### src/rtl/serial_adder.sv
// Bit-serial adder: one full_adder cell, LSB first, WIDTH+2 cycles per addition.
// Define SERIAL_ADDER_OVF_EN to add the registered signed-overflow output.

module full_adder (
    input  logic a,
    input  logic b,
    input  logic ci,
    output logic s,
    output logic co
);
    assign s  = a ^ b ^ ci;
    assign co = (a & b) | (ci & (a ^ b));
endmodule

module serial_adder #(
    parameter int WIDTH = 8
) (
    input  logic             clk,
    input  logic             rst,
    input  logic             start,
    input  logic [WIDTH-1:0] a,
    input  logic [WIDTH-1:0] b,
    input  logic             c_in,
    output logic [WIDTH-1:0] sum,
    output logic             carry_out,
`ifdef SERIAL_ADDER_OVF_EN
    output logic             overflow,
`endif
    output logic             busy,
    output logic             done
);
    localparam int CW = $clog2(WIDTH);

    typedef enum logic [1:0] {IDLE, RUN, DONE} state_t;

    state_t           state, state_nxt;
    logic [WIDTH-1:0] sh_a, sh_b, work;
    logic             carry;
    logic [CW-1:0]    cnt;
    logic             fa_s, fa_co;
    logic             last;

    full_adder u_fa (
        .a  (sh_a[0]),
        .b  (sh_b[0]),
        .ci (carry),
        .s  (fa_s),
        .co (fa_co)
    );

    assign last = (state == RUN) && (cnt == CW'(WIDTH - 1));
    assign busy = (state == RUN);
    assign done = (state == DONE);

    always_comb begin
        state_nxt = state;
        case (state)
            IDLE:    if (start) state_nxt = RUN;
            RUN:     if (last) state_nxt = DONE;
            DONE:    state_nxt = IDLE;
            default: state_nxt = IDLE;
        endcase
    end

    always_ff @(posedge clk or posedge rst) begin
        if (rst) begin
            state     <= IDLE;
            sh_a      <= '0;
            sh_b      <= '0;
            work      <= '0;
            carry     <= 1'b0;
            cnt       <= '0;
            sum       <= '0;
            carry_out <= 1'b0;
`ifdef SERIAL_ADDER_OVF_EN
            overflow  <= 1'b0;
`endif
        end else begin
            state <= state_nxt;
            if (state == IDLE && start) begin
                sh_a  <= a;
                sh_b  <= b;
                carry <= c_in;
                cnt   <= '0;
            end else if (state == RUN) begin
                sh_a  <= sh_a >> 1;
                sh_b  <= sh_b >> 1;
                work  <= {fa_s, work[WIDTH-1:1]};
                carry <= fa_co;
                cnt   <= cnt + 1'b1;
                // Final bit is published straight from the cell so sum never lags a cycle.
                if (last) begin
                    sum       <= {fa_s, work[WIDTH-1:1]};
                    carry_out <= fa_co;
`ifdef SERIAL_ADDER_OVF_EN
                    overflow  <= carry ^ fa_co;
`endif
                end
            end
        end
    end
endmodule

### config.mk
export PLATFORM = sky130hd
export DESIGN_NAME = serial_adder
export DESIGN_NICKNAME = d
export VERILOG_FILES = /design/src/rtl/serial_adder.sv
export SDC_FILE = /design/constraint.sdc
export NUM_CORES = 1
export LEC_CHECK = 0
export CAP_MARGIN = 20
export CORE_ASPECT_RATIO = 0.75
export CORE_MARGIN = 2
export CORE_UTILIZATION = 51
export CTS_CLUSTER_DIAMETER = 40
export DETAILED_ROUTE_END_ITERATION = 8
export GPL_TIMING_DRIVEN = 1
export PLACE_DENSITY = 0.82
export SLEW_MARGIN = 20
export SYNTH_ARGS = -nofsm -noshare
export SYNTH_HDL_FRONTEND = slang
export SYNTH_SLANG_ARGS = --single-unit
### constraint.sdc
create_clock -name clk -period 1.75 [get_ports clk]
set_clock_uncertainty 0.1 [all_clocks]
set_input_delay 0.35 -clock clk [delete_from_list [all_inputs] [get_ports clk]]
set_output_delay 0.35 -clock clk [all_outputs]
set_load 0.01 [all_outputs]
# ---- Word-level counts from Yosys, hierarchy flattened
# Cells that the tools add are included.
dict set report totals {
  in_bits 20
  word_cells 38
  out_inout_bits 11
  register_bits 39
}
dict set report op_classes {
  n_mux 11
  n_addsub 1
  bitwise 6
  eq_ne 5
  reduce_logical 7
}
# operator n
set ops {}
lappend ops {{two-way mux 8 bit} 4}
lappend ops {{two-way mux 3 bit} 2}
lappend ops {{two-way mux 2 bit} 2}
lappend ops {{case mux 2 bit (2 select lines)} 1}
lappend ops {{AND reduction 2 bit} 2}
lappend ops {{adder 3 x 1 -> 3 bit (second input constant)} 1}
lappend ops {{equality test 3 bit (second input constant)} 1}
lappend ops {{AND reduction 3 bit} 1}
lappend ops {{AND 1 bit} 2}
lappend ops {{equality test 2 x 1 -> 1 bit (second input constant)} 1}
lappend ops {{equality test 2 bit (second input constant)} 1}
lappend ops {{logical AND 1 bit} 2}
lappend ops {{zero test 2 bit} 1}
lappend ops {{two-way mux 1 bit} 2}
lappend ops {{!= test 2 x 1 -> 1 bit (second input constant)} 1}
lappend ops {{!= test 2 bit (second input constant)} 1}
lappend ops {{nonzero test 2 bit} 1}
lappend ops {{XOR 1 bit} 2}
lappend ops {{NOT 1 bit} 1}
lappend ops {{OR 1 bit} 1}

# ---- Logic depth before layout (Yosys ltp)
dict set report logic_depth {
  depth_word 5
  ltp_mapped 5
  depth_no_buf 4
}

# ---- Cells and area by module
# A second synthesis with hierarchy kept.
dict set report unflattened {
  cells_unflattened 129
  hier_area_um2 1660.3
}
# mod instances seq_area_each_um2 area_per_inst_um2 cells_each
set by_module_without_submodules {}
lappend by_module_without_submodules {serial_adder 1 950.9 1640.3 128}
lappend by_module_without_submodules {full_adder 1 0.0 20.0 1}

# ---- Worst setup path after synthesis
# Ideal clock, no wire load.
dict set report synth_path {
  path_type {register to register}
  start {reg cnt[0]}
  end {reg carry_out}
  t_required_ns 1.522
  path_slack_ns 0.181
  period_less_slack_ns 1.569
  path_stages_with_launch 6
  n_path_buf 1
  arrival_time_ns 1.342
  path_cell_list {dfrtp_1 ha_1 ha_1 nand3b_1 buf_2 mux2_1}
}
dict set report synth_via {
  elab_chain_len 3
}
# item line
set synth_lines {}
lappend synth_lines {{start: declaration} 39} ;# logic [CW-1:0] cnt;
lappend synth_lines {{start signal: assignment} 90} ;# cnt <= cnt + 1'b1;
lappend synth_lines {{equality test 3 bit} 51} ;# assign last = (state == RUN) && (cnt == CW'(WIDTH - 1));
lappend synth_lines {{logical AND 1 bit} 51}
lappend synth_lines {{AND reduction 3 bit (no line)} n/a}
lappend synth_lines {{end signal: assignment} 94} ;# carry_out <= fa_co;
lappend synth_lines {{end: declaration} 25} ;# output logic carry_out,
# No other way between the ends.
# A chain may end at the register's enable or synchronous reset.

# ---- Worst setup path in the final report
dict set report layout_path {
  start {reg sum[0]}
  end {out sum[0]}
}
# item line
set layout_lines {}
lappend layout_lines {{start: declaration} 24} ;# output logic [WIDTH-1:0] sum,
lappend layout_lines {{start signal: assignment} 93} ;# sum <= {fa_s, work[WIDTH-1:1]};
# No word-level cell between the ends.

==> run summary <==
Global routing
- global-route wire length before repair: 5350 um
- overall fraction of global-route tracks in use: 0.187
- largest net degree at the start of global routing: 39
- number of antenna violations at the first check in global routing: 0
- final global-route overflow total: 0
- vias in the first global route: 1154

Pwr
- Max IR drop VDD: 0.771 mV
- power density normalized to cell area: 1670 nW/um2
- Leakage: 0.000968 uW

Worst setup path
- critical path peak fanout: 2
- critical path's largest stage delay: 550 ps
- Worst path top cell family by delay: buffers and inverters
- CP max stage cell: sky130_fd_sc_hd__clkdlybuf4s50_1
- end of the worst register-to-register path: sum[0]
- data arrival time at the worst-slack endpoint: 1200 ps
- crit path launch type: register
- worst setup slack for register-to-register paths: 120 ps
- data required time of the critical path: 1300 ps
- series of cell instances along the critical path: clkdlybuf4s50_1
- cell depth of the worst flop-to-flop path: 4
- reg2reg start: state[0]
- CP bufs+invs: 1
- sort of element at the end of the critical path: output pin
- Worst Path Class, Setup: register to output pin

Detailed routing
- via count: 1201
- routed via count divided by cell count: 5.69
- number of iterations in the first detailed-routing pass: 4
- post-detailed-route count of antenna-violating nets: 0
- Post-route DRC: 0
- Initial DRC Count: 94
- post-detailed-route wirelength per cell: 15.9 um
- Final Routed Wirelength: 3360 um

Floorplanning
- die extent in x: 71.4 um
- Vert. Die Dim: 54.5 um
- Starting Density: 0.532
- site row count: 18
- Die ar.: 3890 um2
- Top-Level Pins: 31
- total core area: 3270 um2

Placed design
- DP Area: 2150 um2
- placer's final routability congestion estimate: 0.753
- Post-DP HPWL: 2290 um
- total placed cells including tap cells: 204
- port buffer count: 30

Cells and area
- cell area after layout: 2230 um2
- share of cells above drive strength 1: 0.181
- count of fill cells added during filler insertion: 226
- antenna cells: 0
- number of nets at the end of the flow: 194
- count of non-filler cells in the finished layout: 211
- Area growth, synth to finish: 28.4%

STA
- transition time of the tightest slew-check pin: 375 ps
- setup-violating endpoint count in the final report: 0
- Max-slew headroom: 0.746
- Min Clock Period, post-route: 1650 ps
- setup repair after global routing missed its margin: false
- final cycle utilization of the critical path: 0.943
- final hold violations: 0
- fmax: 606 MHz
- setup total negative slack: 0 ps
- Final Max Tran Viols: 0

Clocking
- clock net sink count: 38
- H-tree lvl count: 2
- TritonCTS clock tree: done
- CTS Root Cell: sky130_fd_sc_hd__clkbuf_8
- clock buffers created by TritonCTS: 5
- clk slew on worst S/H paths: 70 ps
- worst skew pair latency: 290 ps
- Longest Clk Path Bufs: 2

Logic synthesis
- Synth Cell Area: 1740 um2
- post-synth net total: 157
- Avg Cell Area, Syn: 13.0 um2
- Yosys warnings: 0
- count of distinct cell types in the synthesized netlist: 23
- number of synthesized register bits: 38
- proportion of synthesized chip area in sequential cells: 0.548
- cells after synthesis: 134

Hold path
- worst min-delay path class: input port to asynchronous set/reset pin

Job
- max-capacitance violation count: 0

Run status
- run status: finished, final reports clean

==> per-layer routing <==
layer	part of all wire	routed length [um]	GRT usage
met1	0.45	1520	0.236
met2	0.47	1580	0.292
met3	0.062	209	0.0608
met4	0.016	53	0.101
met5	0	0	0
==> cell type report <==
cell class	count	area, um2	share of cell area
clock buffer	5	68.8	0.0309
clock inverter	2	10.0	0.00449
inverter	18	70.1	0.0314
multi-input combinational	69	663	0.297
sequential	38	952	0.427
tap	40	50.0	0.0224
timing repair buffer	39	415	0.186
==> what timing repair did <==
| item | 4_1_cts | 5_1_grt |
|---|---|---|
| hold buffers | 0 | 0 |
| gates resized for setup | 4 | 0 |
| setup endpoints to repair | 2 | 0 |
| setup buffers | 0 | 0 |
==> through the flow <==
stage	total power [uW]	worst slack, ps	util	hold WS [ps]
3_5_place_dp	3190	28.1	0.658	377
3_3_place_gp	3080	95.0	0.658	365
6_report	3720	99.2	0.683	316
2_1_floorplan	2570	181	-	350
5_1_grt	3980	56.8	0.683	333
4_1_cts	3750	95.1	0.683	322
==> cells in the final DEF (no fill, tap or decap), drive strengths merged <==
master,netlist,final
dfrtp,38,38
clkdlybuf4s50,0,28
inv,18,18
mux2,17,17
nor2,10,10
nor4b,9,9
a221oi,9,9
buf,9,9
nor2b,7,7
a222oi,6,6
clkbuf,0,5
a22o,2,2
a32o,2,2
ha,2,2
clkinv,0,2
dlygate4sd2,0,2
o21bai,1,1
nand3b,1,1
nand2b,1,1
a21oi,1,1
fa,1,1
==> cells by family after synthesis <==
group | after synthesis | share of synthesized area
buffers and inverters | 27 | 0.0742
muxes | 17 | 0.110
DFF | 38 | 0.548
AOI/OAI and AO/OA | 21 | 0.138
adders and majority gates | 3 | 0.0259
and+or+nand+nor | 28 | 0.104
==> worst register-to-register path, stage by stage, from the launching register on <==
cell	delay, ps
sky130_fd_sc_hd__dfrtp_2	440
sky130_fd_sc_hd__buf_4	300
sky130_fd_sc_hd__nand3b_1	170
sky130_fd_sc_hd__buf_12	180
sky130_fd_sc_hd__mux2_1	320
==> power breakdown <==
group | internal, uW | switching (uW)
Clock | 267 | 293
Sequential | 1310 | 239
Combinational | 880 | 739
Total | 2450 | 1270
==> worst max-delay path by stage <==
stage / start / cells past startpoint / to
after floorplan: cnt[0] / 5 / carry_out
after global placement: start / 4 / sh_a[3]
after detailed placement: start / 4 / sh_a[6]
after CTS: sum[0] / 1 / sum[0]
after global routing: state[1] / 3 / busy
final: sum[0] / 1 / sum[0]
==> flip-flops by register name, indices dropped and copies added, names as in the netlist <==
name,flops
carry,1
carry_out,1
cnt,3
sh_a,8
sh_b,8
state,2
sum,8
work,7
==> cells in the mapped netlist, drive strengths merged <==
master | number | share of area
nor2 | 10 | 0.022
a32o | 2 | 0.012
mux2 | 17 | 0.11
nor2b | 7 | 0.025
ha | 2 | 0.014
nand3b | 1 | 0.0043
a22o | 2 | 0.010
o21bai | 1 | 0.0043
a221oi | 9 | 0.074
nand2b | 1 | 0.0079
inv | 18 | 0.040
buf | 9 | 0.034
nor4b | 9 | 0.045
a21oi | 1 | 0.0029
fa | 1 | 0.012
dfrtp | 38 | 0.55
a222oi | 6 | 0.035
(Power assumes the default switching activity.)
